## src/rtl/operand_fetch.sv

```systemverilog
// Decode-stage operand fetch: drives register file read addresses, retries reads blocked
// by a writeback collision and hands both operands downstream. Bypass option: OPFETCH_BYPASS_EN.
module operand_fetch (
  input  logic        clk,
  input  logic        rst_n,
  input  logic        in_valid,
  output logic        in_ready,
  input  logic [4:0]  in_rs1,
  input  logic [4:0]  in_rs2,
  input  logic [4:0]  in_rd,
  input  logic [31:0] in_pc,
  output logic [4:0]  rf_ra1,
  output logic [4:0]  rf_ra2,
  input  logic [31:0] rf_rd1,
  input  logic [31:0] rf_rd2,
  input  logic        wb_we,
  input  logic [4:0]  wb_wa,
  input  logic [31:0] wb_wd,
  input  logic        flush,
  output logic        out_valid,
  input  logic        out_ready,
  output logic [31:0] out_op1,
  output logic [31:0] out_op2,
  output logic [4:0]  out_rd,
  output logic [31:0] out_pc
);
  typedef enum logic [1:0] {IDLE, ISSUE, CAPTURE, VALID} state_t;

  state_t           state, state_nxt;
  logic [1:0][4:0]  src, ra, in_rs;
  logic [1:0][31:0] rdata, op;
  logic             collide, resolvable, accept, cap_rf, cap_byp;

  assign in_rs    = {in_rs2, in_rs1};
  assign rdata    = {rf_rd2, rf_rd1};
  assign in_ready = (state == IDLE);
  assign ra       = in_ready ? in_rs : src;
  assign rf_ra1   = ra[0];
  assign rf_ra2   = ra[1];
  assign out_op1  = op[0];
  assign out_op2  = op[1];

  // The register file drops both read ports when a write hits either read address.
  assign collide = wb_we && (wb_wa == ra[0] || wb_wa == ra[1]);
`ifdef OPFETCH_BYPASS_EN
  assign resolvable = collide && (ra[0] == wb_wa || ra[0] == 5'd0)
                              && (ra[1] == wb_wa || ra[1] == 5'd0);
`else
  assign resolvable = 1'b0;
`endif

  assign accept  = in_ready && in_valid && !flush;
  assign cap_rf  = (state == CAPTURE) && !flush;
  assign cap_byp = resolvable && !flush && (accept || state == ISSUE);

  always_comb begin
    state_nxt = state;
    unique case (state)
      IDLE:    if (in_valid) state_nxt = resolvable ? VALID : (collide ? ISSUE : CAPTURE);
      ISSUE:   state_nxt = resolvable ? VALID : (collide ? ISSUE : CAPTURE);
      CAPTURE: state_nxt = VALID;
      VALID:   if (out_ready) state_nxt = IDLE;
      default: state_nxt = IDLE;
    endcase
    if (flush) state_nxt = IDLE;
  end

  always_ff @(posedge clk or negedge rst_n) begin
    if (!rst_n) begin
      state     <= IDLE;
      src       <= '0;
      op        <= '0;
      out_valid <= 1'b0;
      out_rd    <= '0;
      out_pc    <= '0;
    end else begin
      state     <= state_nxt;
      out_valid <= (state_nxt == VALID);
      if (accept) begin
        src    <= in_rs;
        out_rd <= in_rd;
        out_pc <= in_pc;
      end
      // Index 0 always reads as zero, whatever the array holds or the bypass carries.
      for (int i = 0; i < 2; i++) begin
        if (cap_rf)       op[i] <= (src[i] == 5'd0) ? 32'd0 : rdata[i];
        else if (cap_byp) op[i] <= (ra[i] == 5'd0) ? 32'd0 : wb_wd;
      end
    end
  end
endmodule

```

## config.mk

```make
export PLATFORM = sky130hd
export DESIGN_NAME = operand_fetch
export DESIGN_NICKNAME = d
export VERILOG_FILES = /design/src/rtl/operand_fetch.sv
export SDC_FILE = /design/constraint.sdc
export NUM_CORES = 1
export LEC_CHECK = 0
export ABC_AREA = 1
export BUFFER_PORTS_ARGS = -buffer_cell sky130_fd_sc_hd__buf_2
export CORE_MARGIN = 3
export CORE_UTILIZATION = 45
export DETAILED_ROUTE_END_ITERATION = 10
export GPL_ROUTABILITY_DRIVEN = 1
export PLACE_DENSITY = 0.93
export SETUP_SLACK_MARGIN = 0.5
export SLEW_MARGIN = 20
export SYNTH_ARGS = -nofsm -noshare
export SYNTH_HDL_FRONTEND = slang
export SYNTH_SLANG_ARGS = --single-unit
```

## constraint.sdc

```tcl
create_clock -name clk -period 1.62 [get_ports clk]
set_input_delay 0.324 -clock clk [delete_from_list [all_inputs] [get_ports clk]]
set_output_delay 0.324 -clock clk [all_outputs]
set_load 0.05 [all_outputs]
```

# Word-level counts from Yosys, hierarchy flattened
# Index checks and enable logic that the tools add are counted.
[totals] reg_bits=114 input_bits=154 word_cells=31
[classes] eq_ne=6 mux=8 reduce_logical=9
[op_table] cell="$mux 32" count=2
[op_table] cell="$eq 5x5->1" count=2
[op_table] cell="$logic_not 5->1" count=2
[op_table] cell="$mux 10" count=1
[op_table] cell="$mux 2" count=4
[op_table] cell="$pmux 2 s4" count=1
[op_table] cell="$eq 2x2->1 const B" count=3
[op_table] cell="$logic_and 1x1->1" count=4
[op_table] cell="$eq 2x1->1 const B" count=1
[op_table] cell="$logic_not 2->1" count=1
[op_table] cell="$logic_not 1->1" count=1
[op_table] cell="$logic_or 1x1->1" count=1

# Depth between registers and ports, before layout
# Gate-level depths: netlist of run 1.
[logic_depth] ltp_word=10 depth_mapped=13

# Least setup slack after synthesis of run 1
# Ideal clock, no wire load.
[synth_timing] path_type="reg-to-reg" startpoint="register state[1]" endpoint="register state[1]" setup_time_ns=0.122 t_arrival_ns=2.218 slack_ns=-0.719 path_stages_with_launch=10 n_path_buf=0 synth_period_minus_slack_ns=2.339 path_cell_list="dfrtp_1 -> nor2_4 -> o21ai_0 -> o21ai_0 -> nor2_1 -> nand2_1 -> nand2_1 -> nand2_1 -> nand2_1 -> a21oi_1"
[synth_between] elab_chain_cells=9 elab_cells_between_ends=14 cone_classes="eq/ne: 5; mux: 6; reduce/logical: 3"
[synth_lines] item="start: declaration" line_no="29" rtl="state_t state, state_nxt;"
[synth_lines] item="start signal: assignment" line_no="77" rtl="state <= state_nxt;"
[synth_lines] item="$logic_not 2->1 *" line_no="36" rtl="assign in_ready = (state == IDLE);"
[synth_lines] item="$mux 10 *" line_no="37" rtl="assign ra = in_ready ? in_rs : src;"
[synth_lines] item="named net rf_ra1[3]" line_no="12" rtl="output logic [4:0] rf_ra1,"
[synth_lines] item="$eq 5x5->1 *" line_no="44" rtl="assign collide = wb_we && (wb_wa == ra[0] || wb_wa == ra[1]);"
[synth_lines] item="$logic_or 1x1->1 *" line_no="44"
[synth_lines] item="$logic_and 1x1->1 *" line_no="44"
[synth_lines] item="$mux 2 *" line_no="59, 60"
[synth_lines] item="$mux 2" line_no="59" rtl="IDLE: if (in_valid) state_nxt = resolvable ? VALID : (collide ? ISSUE : CAPTURE);"
[synth_lines] item="$pmux 2 s4 *" line_no="58" rtl="unique case (state)"
[synth_lines] item="$mux 2 *" line_no="65" rtl="if (flush) state_nxt = IDLE;"
[synth_lines] item="named net state_nxt[1]" line_no="29"
# The timed path passes the listed nets; every way through them passes the cells marked *.
# A chain may end at the register's enable or synchronous reset.

# Final worst setup path of run 1
[layout_timing] startpoint="register state[0]" endpoint="register state[1]"
[layout_between] elab_chain_cells=9 elab_cells_between_ends=13 cone_classes="eq/ne: 5; mux: 5; reduce/logical: 3"
[layout_lines] item="$logic_not 2->1" line_no="36, 58"
[layout_lines] item="$mux 10" line_no="37"
[layout_lines] item="$eq 5x5->1" line_no="44"
[layout_lines] item="$logic_or 1x1->1" line_no="44"
[layout_lines] item="$logic_and 1x1->1" line_no="44"
[layout_lines] item="$mux 2" line_no="59, 60"
[layout_lines] item="$mux 2" line_no="59"
[layout_lines] item="$pmux 2 s4 *" line_no="58"
[layout_lines] item="$mux 2 *" line_no="65"
[layout_lines] item="named net state_nxt[1]" line_no="29"
# Marks and branches as above.

==> results of run 1 <==
## worst max-delay path, cell delays in order, from the launching register on
cell	delay, ns
dfrtp_2	0.45
inv_1	0.16
nand2_4	0.14
nand2_1	0.18
nand2_4	0.09
nand2_1	0.10
o21ai_0	0.13
nor2_1	0.20
nand2_1	0.13
nand2_2	0.14
nand2_1	0.11
nand2_1	0.11
a21oi_1	0.10
## registers in the layout, summed over array words and instances (netlist names)
register / count
out_op1: 32
out_valid: 1
out_op2: 32
state: 2
src: 10
out_pc: 32
out_rd: 5
## area by class of cell
| cell class | instances | area share [%] |
|---|---|---|
| Clock inverter | 13 | 1.372 |
| Clock buffer | 19 | 4.641 |
| Inverter | 83 | 3.350 |
| Timing Repair Buffer | 336 | 35.26 |
| Multi-Input combinational cell | 271 | 22.84 |
| Tap cell | 136 | 1.830 |
| Sequential cell | 114 | 30.70 |
## timing repair
item | CTS | global route
buffers inserted | 28 | 36
pin swaps | 1 | 4
hold buffers | 1 | 0
hold endpoints to repair | 22 | 0
gates resized for setup | 239 | 92
setup endpoints to repair | 226 | 226
gates cloned | 4 | 15
## power by group through the flow
stage | clock [mW] | combinational (mW) | sequential, mW
6_report | 3.61 | 8.69 | 4.55
5_1_grt | 3.75 | 8.96 | 4.61
4_1_cts | 3.54 | 7.51 | 4.38
3_5_place_dp | 0 | 6.02 | 4.23
3_3_place_gp | 0 | 5.91 | 4.17
2_1_floorplan | 0 | 1.59 | 7.11
## path summary, 6_finish.rpt
path                                to  slack (ns)  cells past startpoint
min in group asynchronous       src[7]        0.30                      2
setup / recovery              state[1]       -0.56                     12
hold / removal               out_pc[4]        0.07                      2
hold reg to reg             out_pc[30]        0.53                      1
max in group asynchronous  out_op1[26]        0.75                      3
setup reg to reg              state[1]       -0.56                     12
## cell usage in the layout, fill, tap and decap left out, types with 3 or more instances in the layout
master / synthesis / final
a21oi_1: 6 / 3
a21oi_2: 0 / 3
buf_12: 0 / 15
buf_16: 0 / 5
buf_2: 12 / 120
buf_4: 0 / 56
buf_6: 2 / 111
buf_8: 0 / 14
clkbuf_16: 0 / 30
clkinv_4: 0 / 4
clkinvlp_4: 0 / 3
dfrtp_1: 114 / 112
inv_1: 83 / 82
inv_6: 0 / 4
mux2_2: 38 / 38
nand2_1: 51 / 37
nand2_2: 7 / 12
nand2_4: 1 / 9
nand3_1: 79 / 22
nand3_2: 0 / 57
nor2_1: 9 / 6
nor2_4: 1 / 3
o21ai_1: 1 / 37
o21ai_2: 0 / 32
## logic make-up after synthesis
family	after synthesis	synth area share (%)
AOI/OAI and AO/OA	78	8.054
xor gates and xnor gates	1	0.1807
and+or+nand+nor	151	14.48
DFF	114	58.85
buffers and inverters	110	9.138
muxes	40	9.293
## layer usage
metal	up-vias	track usage, %
met2	436	50.22
met1	2678	30.95
met3	126	7.986
met5	-	0
met4	2	11.67
li1	2270	-
## stage by stage
stage               std cells  instance area, µm²  setup slack [ns]
finish                    972                9300           -0.5642
global route              972                9300           -0.4916
CTS                       921                8389           -0.2874
detailed placement        856                6701           0.01515
global placement          856                6701           0.06725
floorplan                 494                5349           0.04360
==> metrics.cfg, run 1 <==
[floorplan]
coreArea_um2=10420
die_w_um=109.8
die-area_um2=12050
dieHeight_um=109.8
start_util_pct=46.53
core.rowCount=37
boundaryPins=267

[pwr]
p_clk_share_pct=21.4
swShare_pct=44.99
pwr-share-comb_pct=51.6
report.power.total_mw=16.84
leakage_nw=4.577
p_seq_share_pct=27.0
power.switching_mw=7.577
vdd.ir_drop.worst_uv=1118
power-per-cell-area_nw_per_um2=1811
p_int_mw=9.263

[min_path]
hp-class=input pin to flip-flop
hold_start=in_pc[4]

[global_routing]
antenna_found_initial=1
track_usage_pct=28.03
grt_pass1_vias=5108
overflow=0
grt_start_max_net_pins=43
grt_pass1_wl_um=25790

[layout]
fin_nets=977
seqCellArea_um2=2855
drive_gt1_share_pct=63.40
multi_input_area_um2=2125
syn_to_final_growth_pct=91.87
n_antenna_cell=0
post-route-util_pct=89.29
nFillCells=407

[detailed_routing]
met3_length_um=2036
highest_layer=met5
final_antenna_net_count=0
drc=0
wire_per_inst_um=23.80
dr.pass1.iters=6
met2_length_um=12170
wl_um=23130
viasPerCell=5.671
vias=5512
wirelength_met1_um=7789
drt-initial-drc-count=573

[sta]
timing.fmax_ghz=0.4578
finalCritPeriodShare_pct=134.8
grt_setup_unrepaired=yes
setup_viol_count_final=59
max-slew-margin-rel_pct=44.63
worst_slew_pin_slew_ns=0.8276
drv_slew=0
finalHoldViolations=0
fin_hold_ws_ns=0.06947
fin_crit_ns=2.184
finalSetupTns_ns=-10.96
fin_skew_ns=0.01478
finalWorstSetupSlack_ns=-0.5642

[setup_path]
r2r_start=state[0]
start_kind=flip-flop
crit_path_end_kind=flip-flop
critical_path_class=flip-flop to flip-flop
critPathArrivalTime_ns=2.54
required_ns=1.98
crit_fanout=12
critPathLaunch=state[0]

[clocking]
cts_buffers=17
cts.clk_slew.worst_paths_ns=0.07
cts_sinks=114
h-tree-depth=4
cts_tree=yes
clockBufferDepth=2
root_buffer=clkbuf_8
clock_latency_ns=0.49

[yosys]
synth_top_area_share_pct=58.85
yosys.cell_types.count=18
synth_nets=648
synth_area_leaders=dfrtp_1 (59%), mux2_2 (8.8%), nand3_1 (8.2%)
yosysMostFrequentCell=dfrtp_1
ys_top_cells_by_count=dfrtp_1 (114), inv_1 (83), nand3_1 (79), o21ai_0 (71), nand2_1 (51)
synth_top_cell_by_area=dfrtp_1
synth-edff-count=0
ys_warn_count=0
yosysSeqAreaShare_pct=58.85
synth-seq-cells=114
avgSynthCellArea_um2=9.812
async_flop_share_pct=100.0
ys.flop_type=dfrtp_1
syn_inst=494
syn_area_um2=4847

[placement]
dp_hpwl_um=9800
place_congestion=0.8103
portBuffers=234

[job]
maxCapViolCount=0

[status]
status=finished with violations
failed_checks=setup timing

(Power assumes the default switching activity.)
==> inputs of run 2 (changes only) <==
- BUFFER_PORTS_ARGS: -buffer_cell sky130_fd_sc_hd__buf_2 -> -buffer_cell sky130_fd_sc_hd__clkbuf_2
==> run 2 against run 1 <==
Net effect: the flow now stops in 5_1_grt; synthesized cell count did not move; synthesized area did not move.
==> metrics.cfg, run 2 <==
[placement]
place_congestion=0.7565  ; was 0.8103
dp_hpwl_um=9799  ; was 9800 µm
portBuffers=234  ; unchanged
post_dp_cell_area_um2=6819  ; was 6701 µm²
place_ws_ns=-0.02984  ; was 0.01515 ns

[status]
stop_stage=5_1_grt
status=did not finish  ; was finished with violations
error=[ERROR GRT-0232] Routing congestion too high. Check the congestion heatmap in the GUI.

[global_routing]
overflow=289
track_usage_pct=83.73
grt_start_max_net_pins=43
antenna_found_initial=1

[yosys]
ys_warn_count=0  ; unchanged
synth_area_leaders=dfrtp_1 (59%), mux2_2 (8.8%), nand3_1 (8.2%)  ; unchanged
avgSynthCellArea_um2=9.812  ; unchanged
synth-edff-count=0  ; unchanged
synth-seq-cells=114  ; unchanged
synth_top_area_share_pct=58.85  ; unchanged
ys.flop_type=dfrtp_1  ; unchanged
syn_area_um2=4847  ; unchanged
synth_top_cell_by_area=dfrtp_1  ; unchanged
yosysMostFrequentCell=dfrtp_1  ; unchanged
yosys.cell_types.count=18  ; unchanged
ys_top_cells_by_count=dfrtp_1 (114), inv_1 (83), nand3_1 (79), o21ai_0 (71), nand2_1 (51)  ; unchanged
async_flop_share_pct=100.0  ; unchanged
syn_inst=494  ; unchanged
yosysSeqAreaShare_pct=58.85  ; unchanged
synth_nets=648  ; unchanged

[clocking]
cts_sinks=114  ; unchanged
cts_buffers=17  ; unchanged
h-tree-depth=4  ; unchanged
root_buffer=clkbuf_8  ; unchanged
clockBufferDepth=2  ; unchanged

[floorplan]
die_w_um=109.8  ; unchanged
start_util_pct=46.53  ; unchanged
dieHeight_um=109.8  ; unchanged
boundaryPins=267  ; unchanged
core.rowCount=37  ; unchanged

[sta]
worst-ep-kind=output port
crit_endpoint=rf_ra1[1]

[run 2: cell counts after synthesis]
No cell type changed its count.
[run 2: cells by family after synthesis]
| kind of cell | count (synthesis) | synth area share (%) |
|---|---|---|
| simple gates | 151 | 14.48 |
| flops | 114 | 58.85 |
| buf+inv | 110 | 9.138 |
| compound gates | 78 | 8.054 |
| mux | 40 | 9.293 |
| xor+xnor | 1 | 0.1807 |
[run 2: what timing repair did]
action                     4_1_cts
hold buffers                     1
gates cloned                     3
buffers inserted                30
setup endpoints to repair      226
hold endpoints to repair        22
gates resized for setup        244
[run 2: routing by layer]
layer | GRT overflow | track usage (%)
met5 | 0 | 14.73
met4 | 111 | 97.24
met3 | 1 | 65.83
met2 | 177 | 102.4
met1 | 0 | 78.99
[run 2: metrics by stage]
step           instances  hold WS [ns]  util (%)  setup TNS [ns]
2_1_floorplan        494       0.02841         -               0
3_3_place_gp         859        0.2597     65.47               0
3_5_place_dp         859        0.2551     65.47        -0.05674
4_1_cts              925      0.002786     84.49          -3.387
==> inputs of run 3 (changes only) <==
- CORE_UTILIZATION: 45 -> 40
- PLACE_DENSITY: 0.93 -> default
- PLACE_DENSITY_LB_ADDON: default -> 0.15
- SETUP_SLACK_MARGIN: 0.5 -> default
==> run 3 against run 2 <==
Net effect: the flow now finishes, with violations (setup timing).
==> metrics.cfg, run 3 (synthesized netlist as in run 1, its figures left out) <==
[layout]
seqCellArea_um2=2854
mostFrequentLayoutCells=clkbuf_2 (222), dfrtp_1 (113), inv_1 (82)
syn_to_final_growth_pct=55.91
final_common_cell=clkbuf_2
fin_area_um2=7557
fin_nets=919
drive_gt1_share_pct=49.42
multi_input_area_um2=1697
n_antenna_cell=0
nFillCells=933

[floorplan]
dieHeight_um=116.1  ; was 109.8 µm
boundaryPins=267  ; unchanged
die_w_um=116.1  ; was 109.8 µm
coreArea_um2=11610
core.rowCount=39  ; was 37
die-area_um2=13470
start_util_pct=41.74  ; was 46.53%

[status]
status=finished with violations  ; was did not finish
failed_checks=setup timing

[detailed_routing]
viasPerCell=4.774
wl_um=13870
dr.pass1.iters=5
final_antenna_net_count=0
vias=4392
wire_per_inst_um=15.08
drt-initial-drc-count=256
drc=0

[placement]
dp_hpwl_um=9355  ; was 9799 µm
portBuffers=234  ; unchanged
post_dp_cell_area_um2=6311  ; was 6819 µm²
place_ws_ns=0.02164  ; was -0.02984 ns
place_congestion=0.8114  ; was 0.7565

[setup_path]
critical_path_class=flip-flop to primary output
path_common_cell=nand2_2
crit_family=buffers and inverters
reg2reg_depth=8
path_buf_inv=3
path_cells=buf_6 > clkinvlp_4 > nand2_4 > nand2_2 > nand2_2 > clkbuf_16
cpPeakStageDelay_ns=0.39
crit_path_end_kind=primary output
critical_path_depth=6
crit_slowest_cell=dfrtp_2
start_kind=flip-flop
required_ns=1.30
critPathArrivalTime_ns=1.56
crit_fanout=6

[pwr]
leakage_nw=3.968
vdd.ir_drop.worst_uv=932.7
power-per-cell-area_nw_per_um2=1902

[sta]
worst_slew_pin_slew_ns=0.3740
max-slew-margin-rel_pct=74.93
fin_hold_ws_ns=0.1275
finalSetupTns_ns=-5.854
finalWorstSetupSlack_ns=-0.2610
grt_setup_unrepaired=yes
fin_skew_ns=0.01535
fin_crit_ns=1.881
drv_slew=0
timing.fmax_ghz=0.5316
finalCritPeriodShare_pct=116.1
finalHoldViolations=0
setup_viol_count_final=96

[clocking]
clockBufferDepth=2  ; unchanged
clock_latency_ns=0.41
cts_sinks=114  ; unchanged
cts_buffers=17  ; unchanged
h-tree-depth=4  ; unchanged
root_buffer=clkbuf_16  ; was clkbuf_8
cts.clk_slew.worst_paths_ns=0.06
cts_tree=yes

[global_routing]
grt_pass1_wl_um=20810
track_usage_pct=20.16
grt_pass1_vias=4329
grt_start_max_net_pins=81
overflow=0
antenna_found_initial=0

[min_path]
whs_path_depth=2
hp-class=input pin to flip-flop

[job]
maxCapViolCount=0

## run 3: area by class of cell
class | instances | area share [%]
Timing Repair Buffer | 278 | 25.08
Clock inverter | 11 | 2.119
Inverter | 83 | 4.172
Clock buffer | 20 | 6.043
Multi-Input combinational cell | 271 | 22.45
Tap cell | 143 | 2.368
Sequential cell | 114 | 37.76
## run 3: path summary, 6_finish.rpt
check / slack (ns) / start / to
hold reg to reg: 0.50 / out_pc[4] / out_pc[4]
setup / recovery: -0.26 / state[0] / rf_ra2[0]
max in group asynchronous: 0.72 / rst_n / out_op1[5]
setup reg to reg: -0.23 / state[0] / out_pc[5]
hold / removal: 0.13 / in_pc[5] / out_pc[5]
min in group asynchronous: 0.36 / rst_n / out_op1[28]
## run 3: stage by stage
| step | power (mW) | instances | util (%) |
|---|---|---|---|
| final | 14.37 | 920 | 65.07 |
| after global routing | 15.08 | 920 | 65.07 |
| after CTS | 14.37 | 905 | 63.27 |
| after detailed placement | 10.02 | 858 | 54.34 |
| after global placement | 9.922 | 858 | 54.34 |
| after floorplan | 8.439 | 494 | - |
## run 3: routing by layer
layer / up-vias / share of wire, % / track usage (%)
met2: 155 / 51 / 34.22
met1: 2068 / 40 / 22.74
met3: 25 / 6.8 / 8.721
met4: 0 / 2.5 / 7.038
li1: 2144 / - / -
met5: - / 0 / 0
## run 3: report_power, final
part           switching, mW  internal, mW
combinational           4.53          1.72
sequential             0.501          3.74
clock                   1.25          2.63
total                   6.29          8.08
## run 3: timing repair
item,4_1_cts,5_1_grt
pin swaps,11,12
hold buffers,1,0
setup buffers,13,12
endpoints found under the hold margin,18,0
gates resized for setup,59,14
setup endpoints to repair,13,113
gates cloned,3,4
==> inputs of run 4 (changes only) <==
- CTS_BUF_LIST: default -> sky130_fd_sc_hd__clkbuf_4 sky130_fd_sc_hd__clkbuf_8 sky130_fd_sc_hd__clkbuf_16
==> run 4 against run 3 <==
Net effect: the flow still finishes with violations (setup timing); clock power hardly changed; die area stayed put; sequential power hardly changed; first-iteration DRC count is 1.6% lower; global-route usage hardly changed; clock skew hardly changed; register-to-register slack hardly changed; maximum frequency is 0.15% higher; critical path type unchanged; largest cell class unchanged; largest power group unchanged.
==> metrics.cfg, run 4 (synthesized netlist as in run 1, its figures left out) <==
[detailed_routing]
final_antenna_net_count=0  ; unchanged
vias=4382  ; was 4392
drc=0  ; unchanged
dr.pass1.iters=5  ; unchanged
drt-initial-drc-count=252  ; was 256
wire_per_inst_um=15.06  ; was 15.08 µm
viasPerCell=4.763  ; was 4.774
wl_um=13860  ; was 13870 µm

[status]
failed_checks=setup timing  ; unchanged
status=finished with violations  ; unchanged

[pwr]
report.power.total_mw=14.38  ; was 14.37 mW
vdd.ir_drop.worst_uv=932.7  ; about the same
power-per-cell-area_nw_per_um2=1902  ; about the same
leakage_nw=3.971  ; was 3.968 nW

[global_routing]
grt_start_max_net_pins=81  ; unchanged
grt_pass1_wl_um=20800  ; was 20810 µm
grt_pass1_vias=4329  ; unchanged
track_usage_pct=20.15  ; was 20.16%
antenna_found_initial=0  ; unchanged
overflow=0  ; unchanged

[layout]
mostFrequentLayoutCells=clkbuf_2 (222), dfrtp_1 (113), inv_1 (82)  ; unchanged
fin_nets=919  ; unchanged
drive_gt1_share_pct=49.55  ; was 49.42%
seqCellArea_um2=2854  ; unchanged
final_common_cell=clkbuf_2  ; unchanged
multi_input_area_um2=1697  ; unchanged
final_cells=920  ; unchanged
nFillCells=933  ; unchanged
n_antenna_cell=0  ; unchanged
syn_to_final_growth_pct=55.99  ; was 55.91%

[setup_path]
reg2reg_depth=8  ; unchanged
required_ns=1.30  ; about the same
critical_path_depth=6  ; unchanged
path_common_cell=nand2_2  ; unchanged
crit_fanout=6  ; unchanged
start_kind=flip-flop  ; unchanged
path_buf_inv=3  ; unchanged
crit_path_end_kind=primary output  ; unchanged
crit_slowest_cell=dfrtp_2  ; unchanged
crit_family=buffers and inverters  ; unchanged
critPathArrivalTime_ns=1.55  ; was 1.56 ns
critical_path_class=flip-flop to primary output  ; unchanged
cpPeakStageDelay_ns=0.39  ; about the same
path_cells=buf_6 > clkinvlp_4 > nand2_4 > nand2_2 > nand2_2 > clkbuf_16  ; unchanged

[floorplan]
start_util_pct=41.74  ; unchanged
die_w_um=116.1  ; unchanged
boundaryPins=267  ; unchanged
coreArea_um2=11610  ; unchanged
dieHeight_um=116.1  ; unchanged
die-area_um2=13470  ; unchanged
core.rowCount=39  ; unchanged

[job]
maxCapViolCount=0  ; unchanged

[sta]
setup_viol_count_final=95  ; was 96
fin_skew_ns=0.01505  ; was 0.01535 ns
timing.fmax_ghz=0.5324  ; was 0.5316 GHz
finalHoldViolations=0  ; unchanged
fin_crit_ns=1.878  ; was 1.881 ns
finalCritPeriodShare_pct=115.9  ; was 116.1%
grt_setup_unrepaired=yes  ; unchanged
worst_slew_pin_slew_ns=0.3740  ; about the same
max-slew-margin-rel_pct=74.93  ; unchanged
finalWorstSetupSlack_ns=-0.2582  ; was -0.2610 ns
drv_slew=0  ; unchanged

[min_path]
hp-class=input pin to flip-flop  ; unchanged
whs_path_depth=2  ; unchanged

[placement]
portBuffers=234  ; unchanged
place_congestion=0.8114  ; unchanged
place_ws_ns=0.02164  ; unchanged
dp_hpwl_um=9355  ; unchanged
numPlacedInstances=858  ; unchanged

[clocking]
cts_tree=yes  ; unchanged
clockBufferDepth=2  ; unchanged
root_buffer=clkbuf_16  ; unchanged
clock_latency_ns=0.41  ; about the same
cts.clk_slew.worst_paths_ns=0.05  ; was 0.06 ns
h-tree-depth=4  ; unchanged
cts_sinks=114  ; unchanged
cts_buffers=17  ; unchanged

[run 4: cell counts in the layout (fill, tap and decap cells not counted)]
Identical to the previous run, type by type.
[run 4: where the power goes]
part	total, mW	switching [mW]	internal, mW
Combinational	6.25	4.53	1.72
Sequential	4.24	0.500	3.74
Clock	3.89	1.25	2.64
Total	14.4	6.28	8.10
[run 4: routing by layer]
| layer | wire length [µm] | global-route usage (%) | up-vias |
|---|---|---|---|
| met1 | 5469 | 22.74 | 2058 |
| li1 | - | - | 2146 |
| met3 | 946 | 8.721 | 25 |
| met5 | 0 | 0 | - |
| met4 | 340 | 7.038 | 0 |
| met2 | 7101 | 34.18 | 153 |
[run 4: path summary, 6_finish.rpt]
check                           from          end  slack (ns)
max                         state[0]    rf_ra2[0]       -0.26
min in group asynchronous      rst_n  out_op1[28]        0.36
min                         in_pc[5]    out_pc[5]        0.13
min reg2reg                out_pc[4]    out_pc[4]        0.50
max in group asynchronous      rst_n   out_op1[5]        0.72
max reg2reg                 state[0]    out_pc[5]       -0.23
[run 4: final cells by class]
type	instances	share of cell area [%]
Sequential cell	114	37.75
Timing Repair Buffer	278	25.07
Multi-Input combinational cell	271	22.44
Clock buffer	20	6.090
Inverter	83	4.170
Tap cell	143	2.366
Clock inverter	11	2.118
[run 4: through the flow]
step                      setup TNS, ns  utilization [%]  hold WS, ns  cell area [µm²]
final                            -5.910            65.10       0.1284             7561
after CTS                        -5.158            63.31       0.1111             7352
after global routing             -14.72            65.10       0.1107             7561
after floorplan                       0                -      0.02841             4860
after global placement                0            54.34       0.2474             6311
after detailed placement              0            54.34       0.2547             6311
[run 4: timing repair]
item / CTS / global route
hold buffers: 1 / 0
pin swaps: 11 / 12
cloned: 3 / 4
endpoints found under the hold margin: 18 / 0
endpoints found under the setup margin: 13 / 113
gates resized for setup: 59 / 14
setup buffers: 13 / 12
